**src/rtl/led_pixel_serializer_pkg.sv**
```systemverilog
// Shared types and constants for the WS2812 pixel serializer.
// Optional build macro used by the serializer: LED_BRIGHTNESS_EN.
package led_pkg;

    typedef enum logic [1:0] {
        IDLE  = 2'd0,
        SEND  = 2'd1,
        LATCH = 2'd2
    } led_state_e;

    localparam int unsigned BITS_PER_PIXEL = 24;
    localparam int unsigned CHANNEL_W      = 8;

    // Channel offsets inside a {G, R, B} pixel word
    localparam int unsigned G_OFS = 16;
    localparam int unsigned R_OFS = 8;
    localparam int unsigned B_OFS = 0;

    // Width of the shared bit/latch cycle counter; never narrower than 1 bit
    function automatic int unsigned cnt_width(input int unsigned bit_cycles,
                                              input int unsigned reset_cycles);
        int unsigned m;
        m = (bit_cycles > reset_cycles) ? bit_cycles : reset_cycles;
        if (m < 2) begin
            m = 2;
        end
        return $clog2(m);
    endfunction

endpackage

```
**src/rtl/led_channel_scale.sv**
```systemverilog
// Combinational brightness scaling of one 8-bit colour channel:
// out = (chan * (brightness + 1)) >> 8, so 255 is identity and 0 is black.
module led_channel_scale
    import led_pkg::*;
(
    input  logic [CHANNEL_W-1:0] chan_in,
    input  logic [CHANNEL_W-1:0] brightness_in,
    output logic [CHANNEL_W-1:0] chan_out
);

    localparam int unsigned PROD_W = 2 * CHANNEL_W + 1;

    logic [PROD_W-1:0] product;

    // Multiply by (brightness + 1) and keep the upper channel-width bits
    always_comb begin
        product  = PROD_W'(chan_in) * (PROD_W'(brightness_in) + PROD_W'(1));
        chan_out = CHANNEL_W'(product >> CHANNEL_W);
    end

endmodule

```
**src/rtl/led_pixel_serializer.sv**
```systemverilog
// WS2812 NRZ serializer: shifts 24-bit GRB pixels MSB first onto strip_out,
// emits one pixel_done_out pulse per pixel and inserts the latch low period
// at frame end. Build macro LED_BRIGHTNESS_EN adds brightness_in scaling
// applied to each channel at pixel acceptance.
module led_pixel_serializer
    import led_pkg::*;
#(
    parameter int unsigned T0H_CYCLES   = 35,
    parameter int unsigned T1H_CYCLES   = 70,
    parameter int unsigned BIT_CYCLES   = 125,
    parameter int unsigned RESET_CYCLES = 8000
) (
    input  logic        clk_in,
    input  logic        rst_in,
    input  logic [23:0] pixel_in,
    input  logic        pixel_valid_in,
    output logic        pixel_ready_out,
    input  logic        frame_end_in,
    output logic        strip_out,
    output logic        pixel_done_out,
    output logic        busy_out
`ifdef LED_BRIGHTNESS_EN
    ,
    input  logic [7:0]  brightness_in
`endif
);

    localparam int unsigned CNT_W = cnt_width(BIT_CYCLES, RESET_CYCLES);
    localparam int unsigned IDX_W = $clog2(BITS_PER_PIXEL);

    localparam logic [CNT_W-1:0] BIT_LAST   = CNT_W'(BIT_CYCLES - 1);
    localparam logic [CNT_W-1:0] RESET_LAST = CNT_W'(RESET_CYCLES - 1);
    localparam logic [CNT_W-1:0] T0H_C      = CNT_W'(T0H_CYCLES);
    localparam logic [CNT_W-1:0] T1H_C      = CNT_W'(T1H_CYCLES);
    localparam logic [IDX_W-1:0] IDX_TOP    = IDX_W'(BITS_PER_PIXEL - 1);

    led_state_e                  state_q, state_d;
    logic [BITS_PER_PIXEL-1:0]   shift_q, shift_d;
    logic [IDX_W-1:0]            idx_q, idx_d;
    logic [CNT_W-1:0]            cnt_q, cnt_d;
    logic                        pend_q, pend_d;
    logic                        strip_q, strip_d;
    logic                        done_q, done_d;
    logic                        busy_q, busy_d;

    logic                        bit_end;
    logic                        pix_end;
    logic                        ready;
    logic                        xfer;
    logic [BITS_PER_PIXEL-1:0]   load_pix;

`ifdef LED_BRIGHTNESS_EN
    logic [CHANNEL_W-1:0] g_scaled, r_scaled, b_scaled;

    led_channel_scale u_scale_g (
        .chan_in       (pixel_in[G_OFS +: CHANNEL_W]),
        .brightness_in (brightness_in),
        .chan_out      (g_scaled)
    );

    led_channel_scale u_scale_r (
        .chan_in       (pixel_in[R_OFS +: CHANNEL_W]),
        .brightness_in (brightness_in),
        .chan_out      (r_scaled)
    );

    led_channel_scale u_scale_b (
        .chan_in       (pixel_in[B_OFS +: CHANNEL_W]),
        .brightness_in (brightness_in),
        .chan_out      (b_scaled)
    );

    assign load_pix = {g_scaled, r_scaled, b_scaled};
`else
    assign load_pix = pixel_in;
`endif

    // Bit/pixel boundary decode and the pixel handshake
    always_comb begin
        bit_end = (cnt_q == BIT_LAST);
        pix_end = (state_q == SEND) && bit_end && (idx_q == '0);
        ready   = !rst_in && ((state_q == IDLE) || (pix_end && !pend_q));
        xfer    = pixel_valid_in && ready;
    end

    assign pixel_ready_out = ready;

    // State register and registered outputs, synchronous reset
    always_ff @(posedge clk_in) begin
        if (rst_in) begin
            state_q <= IDLE;
            shift_q <= '0;
            idx_q   <= '0;
            cnt_q   <= '0;
            pend_q  <= 1'b0;
            strip_q <= 1'b0;
            done_q  <= 1'b0;
            busy_q  <= 1'b0;
        end else begin
            state_q <= state_d;
            shift_q <= shift_d;
            idx_q   <= idx_d;
            cnt_q   <= cnt_d;
            pend_q  <= pend_d;
            strip_q <= strip_d;
            done_q  <= done_d;
            busy_q  <= busy_d;
        end
    end

    // Next-state logic: bit timing, shifting, pixel chaining and latch entry
    always_comb begin
        state_d = state_q;
        shift_d = shift_q;
        idx_d   = idx_q;
        cnt_d   = cnt_q;
        pend_d  = pend_q;
        unique case (state_q)
            IDLE: begin
                if (xfer) begin
                    state_d = SEND;
                    shift_d = load_pix;
                    idx_d   = IDX_TOP;
                    cnt_d   = '0;
                    pend_d  = frame_end_in;
                end else if (frame_end_in) begin
                    state_d = LATCH;
                    cnt_d   = '0;
                end
            end
            SEND: begin
                if (frame_end_in) begin
                    pend_d = 1'b1;
                end
                if (bit_end) begin
                    cnt_d = '0;
                    if (idx_q != '0) begin
                        shift_d = {shift_q[BITS_PER_PIXEL-2:0], 1'b0};
                        idx_d   = idx_q - 1'b1;
                    end else if (xfer) begin
                        shift_d = load_pix;
                        idx_d   = IDX_TOP;
                    end else if (pend_q || frame_end_in) begin
                        // A frame end arriving on the final bit cycle still
                        // latches straight away rather than idling first.
                        state_d = LATCH;
                        pend_d  = 1'b0;
                        shift_d = '0;
                    end else begin
                        state_d = IDLE;
                        shift_d = '0;
                    end
                end else begin
                    cnt_d = cnt_q + 1'b1;
                end
            end
            LATCH: begin
                pend_d = 1'b0;
                if (cnt_q == RESET_LAST) begin
                    state_d = IDLE;
                    cnt_d   = '0;
                end else begin
                    cnt_d = cnt_q + 1'b1;
                end
            end
            default: begin
                state_d = IDLE;
                cnt_d   = '0;
                pend_d  = 1'b0;
            end
        endcase
    end

    // Output decode from next state so the registered line tracks the bit timing
    always_comb begin
        strip_d = (state_d == SEND) &&
                  (cnt_d < (shift_d[BITS_PER_PIXEL-1] ? T1H_C : T0H_C));
        done_d  = pix_end;
        busy_d  = (state_d != IDLE);
    end

    assign strip_out      = strip_q;
    assign pixel_done_out = done_q;
    assign busy_out       = busy_q;

endmodule

```
**config.mk**
```make
export PLATFORM = sky130hd
export DESIGN_NAME = led_pixel_serializer
export DESIGN_NICKNAME = d
export VERILOG_FILES = /design/src/rtl/led_pixel_serializer_pkg.sv /design/src/rtl/led_channel_scale.sv /design/src/rtl/led_pixel_serializer.sv
export SDC_FILE = /design/constraint.sdc
export NUM_CORES = 1
export LEC_CHECK = 0
export ABC_AREA = 0
export BUFFER_PORTS_ARGS = -buffer_cell sky130_fd_sc_hd__buf_2
export CAP_MARGIN = 20
export CORE_ASPECT_RATIO = 2
export CORE_MARGIN = 2
export CORE_UTILIZATION = 57
export DETAILED_ROUTE_END_ITERATION = 10
export GPL_TIMING_DRIVEN = 0
export PLACE_DENSITY = 0.79
export SLEW_MARGIN = 20
export SYNTH_ARGS = -nofsm -noshare
export SYNTH_HDL_FRONTEND = slang
export SYNTH_HIERARCHICAL = 1
export SYNTH_SLANG_ARGS = --single-unit
```
**constraint.sdc**
```tcl
create_clock -name clk_in -period 4.2 [get_ports clk_in]
set_clock_uncertainty 0.15 [all_clocks]
set_input_delay 0 -clock clk_in [delete_from_list [all_inputs] [get_ports clk_in]]
set_output_delay 0 -clock clk_in [all_outputs]
set_load 0.02 [all_outputs]
```
==> run_summary.xml <==
<?xml version="1.0" encoding="UTF-8"?>
<metrics>
  <group name="run_status">
    <metric name="status" unit="">complete, no violations</metric>
  </group>
  <group name="clocking">
    <metric name="postCtsSetupRepairBufs" unit="">0</metric>
    <metric name="clock_tree.root_cell" unit="">sky130_fd_sc_hd__clkbuf_8</metric>
    <metric name="clock_sink_count" unit="">48</metric>
    <metric name="cts-htree-levels" unit="">2</metric>
    <metric name="cts.clk_slew.worst_paths" unit="ps">90</metric>
    <metric name="cts_buffers" unit="">5</metric>
    <metric name="cts-root-to-sink-buffers" unit="">2</metric>
    <metric name="clock_tree_from_tritoncts" unit="">done</metric>
    <metric name="worst_skew_pair.late_latency" unit="ps">310</metric>
  </group>
  <group name="timing">
    <metric name="setup-tns-final" unit="ps">0</metric>
    <metric name="finalCriticalPeriod" unit="ps">3897</metric>
    <metric name="clock.fmax" unit="GHz">0.2566</metric>
    <metric name="tightestPinTransition" unit="ps">672.3</metric>
    <metric name="relSlewSlack" unit="">0.5506</metric>
    <metric name="hold_viol" unit="">0</metric>
    <metric name="final_worst_path_period_share" unit="">0.9278</metric>
    <metric name="maxSlewViolCount" unit="">0</metric>
    <metric name="setup_viol" unit="">0</metric>
    <metric name="setup_repair_after_global_routing_missed_its_margin" unit="">false</metric>
  </group>
  <group name="synthesis">
    <metric name="post_synthesis_cell_count" unit="">301</metric>
    <metric name="post_synth_instance_area" unit="um2">2546</metric>
    <metric name="most_used_flip_flop_cell_after_synthesis" unit="">sky130_fd_sc_hd__dfxtp_1</metric>
    <metric name="synth_async_sr_flop_share" unit="">0</metric>
    <metric name="yosysSeqAreaShare" unit="">0.3774</metric>
    <metric name="synth-edff-count" unit="">0</metric>
    <metric name="syn_nets" unit="">336</metric>
    <metric name="synth-seq-cells" unit="">48</metric>
    <metric name="synth_area_per_cell" unit="um2">8.459</metric>
    <metric name="number_of_library_cell_types_mapped_by_synthesis" unit="">52</metric>
    <metric name="yosysWarningCount" unit="">6</metric>
  </group>
  <group name="floorplan">
    <metric name="floorplan.die.width" unit="um">51.26</metric>
    <metric name="dieHeight" unit="um">98.52</metric>
    <metric name="fp-row-count" unit="">34</metric>
    <metric name="die_area" unit="um2">5050</metric>
    <metric name="num_io_pins" unit="">32</metric>
    <metric name="floorplan.initialDensity" unit="">0.5868</metric>
    <metric name="core_region_area" unit="um2">4339</metric>
  </group>
  <group name="detailed_routing">
    <metric name="detail_route.wl_per_cell" unit="um">17.29</metric>
    <metric name="detailedRoute.firstPassIterationCount" unit="">5</metric>
    <metric name="drcViolationCount" unit="">0</metric>
    <metric name="drt-vias-per-instance" unit="">6.456</metric>
    <metric name="initialDrtViolationCount" unit="">164</metric>
    <metric name="totalWireLength" unit="um">7245</metric>
    <metric name="detail-route-antenna-nets" unit="">0</metric>
    <metric name="vias" unit="">2705</metric>
  </group>
  <group name="worst_setup_path">
    <metric name="setup.worst_path.start" unit="">idx_q[0]</metric>
    <metric name="timing_worst_setup_path_type" unit="">reg2reg</metric>
    <metric name="crit_required" unit="ps">4260</metric>
    <metric name="startpoint_type" unit="">register</metric>
    <metric name="worstPathArrival" unit="ps">3950</metric>
    <metric name="cp-endpoint" unit="">strip_out</metric>
    <metric name="reg2reg_from" unit="">idx_q[0]</metric>
    <metric name="r2r_setup_slack" unit="ps">300</metric>
    <metric name="rr_worst_depth" unit="">12</metric>
    <metric name="worst_setup_path_end_kind" unit="">register</metric>
    <metric name="critical_path.reg2reg.endpoint" unit="">strip_out</metric>
    <metric name="critPathMaxFanout" unit="">5</metric>
  </group>
  <group name="global_route">
    <metric name="grt_pass1_vias" unit="">2627</metric>
    <metric name="gr-usage-all-layers" unit="">0.3013</metric>
    <metric name="grt_max_degree" unit="">14</metric>
    <metric name="grt-ovfl-total" unit="">0</metric>
    <metric name="grt_first_pass_wirelength" unit="um">11780</metric>
    <metric name="number_of_antenna_violations_at_the_first_check_in_global_routing" unit="">0</metric>
  </group>
  <group name="pwr">
    <metric name="cell_pwr_density" unit="nW/um2">325.9</metric>
    <metric name="leakage" unit="uW">0.001210</metric>
    <metric name="total_power" unit="uW">1023</metric>
    <metric name="max-vdd-ir-drop" unit="mV">0.3880</metric>
  </group>
  <group name="place">
    <metric name="place_congestion" unit="">0.9114</metric>
    <metric name="port_buffers" unit="">31</metric>
    <metric name="dpl.hpwl" unit="um">5064</metric>
  </group>
  <group name="cells_and_area">
    <metric name="mostFrequentLayoutCell" unit="">sky130_fd_sc_hd__dfxtp_1</metric>
    <metric name="area_growth_syn_to_layout" unit="%">23.29</metric>
    <metric name="nets" unit="">400</metric>
    <metric name="post_route_cells_drive_above_1_share" unit="">0.1644</metric>
    <metric name="n_antenna_cell" unit="">0</metric>
    <metric name="layout.cells.most_common_list" unit="">48 x sky130_fd_sc_hd__dfxtp_1, 45 x sky130_fd_sc_hd__nor2_1, 38 x sky130_fd_sc_hd__buf_2</metric>
  </group>
  <group name="job">
    <metric name="max_cap_violations" unit="">0</metric>
  </group>
  <group name="worst_hold_path">
    <metric name="timing.hold.worst.class" unit="">in2reg</metric>
  </group>
</metrics>
-- cell type report --
type	instances	area, um2
multi-input cells	221	1440
fillers	349	1200
flip-flops and latches	48	960.9
repair buffers	57	415.4
plain buffers	22	121.4
clock buffers	7	96.34
well taps	54	67.56
inverters	10	37.54
-- state kept, by name, summed over array words and instances, names as in the netlist --
register	count
shift_q	24
pend_q	1
idx_q	5
pixel_done_out	1
busy_out	1
strip_out	1
state_q	2
cnt_q	13
-- cells in the mapped netlist, drive strengths merged, types with 3 or more instances --
master	instances	share of area
a211oi	3	0.0088
a21oi	13	0.026
a222oi	23	0.090
a22oi	3	0.0088
a31oi	5	0.012
buf	11	0.031
clkbuf	11	0.016
dfxtp	48	0.38
ha	7	0.034
inv	10	0.015
nand2	19	0.028
nand2b	5	0.012
nand3	13	0.026
nand3b	3	0.0088
nand4	6	0.015
nor2	45	0.066
nor2b	3	0.0074
nor3	5	0.014
nor4	3	0.0074
o211ai	3	0.0088
o21ai	17	0.033
o31ai	3	0.014
or3	6	0.015
-- how the worst min path moves through the flow --
stage	start	end	cells past startpoint	slack [ps]
3_5_place_dp	pixel_in[6]	shift_q[6]	3	100
6_report	pixel_in[23]	shift_q[23]	5	310
2_1_floorplan	pixel_in[6]	shift_q[6]	2	-4
5_1_grt	pixel_in[20]	shift_q[20]	4	360
3_3_place_gp	pixel_in[6]	shift_q[6]	3	90
4_1_cts	pixel_in[23]	shift_q[23]	5	300
-- per-layer routing --
metal,track usage,part of all wire
met1,0.2922,0.35
met2,0.5704,0.55
met3,0.04394,0.042
met4,0.1741,0.050
met5,0,0
-- logic make-up after synthesis --
logic type	count (synthesis)	synth area share
AO/OA/AOI/OAI	82	0.2452
XOR/XNOR	2	0.006881
adder cells (fa/ha/maj)	7	0.03440
buffers and inverters	32	0.06241
flip-flops	48	0.3774
multiplexers	2	0.008354
AND/OR/NAND/NOR	128	0.2654
-- power by group --
group | internal [uW] | total, uW | switching [uW]
logic | 101 | 227 | 127
registers | 478 | 498 | 20.0
clock network | 147 | 298 | 151
-- stage by stage --
step                      setup slack [ps]  cell area (um2)  cells    util  hold slack (ps)
final                                303.1             3139    419  0.7235            311.7
after global routing                 114.1             3139    419  0.7235            360.1
after CTS                            4.076             3126    419  0.7203            304.2
after detailed placement             39.23             2769    386  0.6381            99.23
after global placement               145.1             2769    386  0.6381            93.20
after floorplan                      954.1             2546    301       -           -3.653
-- critical path, stage by stage, from the launching register on --
cell	delay, ps
sky130_fd_sc_hd__dfxtp_1	350
sky130_fd_sc_hd__inv_1	120
sky130_fd_sc_hd__ha_1	180
sky130_fd_sc_hd__nor4b_2	560
sky130_fd_sc_hd__mux2_2	400
sky130_fd_sc_hd__a311o_1	350
sky130_fd_sc_hd__a22oi_1	400
sky130_fd_sc_hd__ha_1	320
sky130_fd_sc_hd__a21oi_1	170
sky130_fd_sc_hd__o21ai_0	130
sky130_fd_sc_hd__nor3_1	220
sky130_fd_sc_hd__o21ai_0	140
sky130_fd_sc_hd__nor4_1	300
-- what timing repair did --
action                                  in CTS  in global routing
hold buffers                                26                  0
endpoints found under the setup margin       0                  1
endpoints found under the hold margin       26                  0
resized for setup                            0                  1
Power figures use the tool's default switching activity.
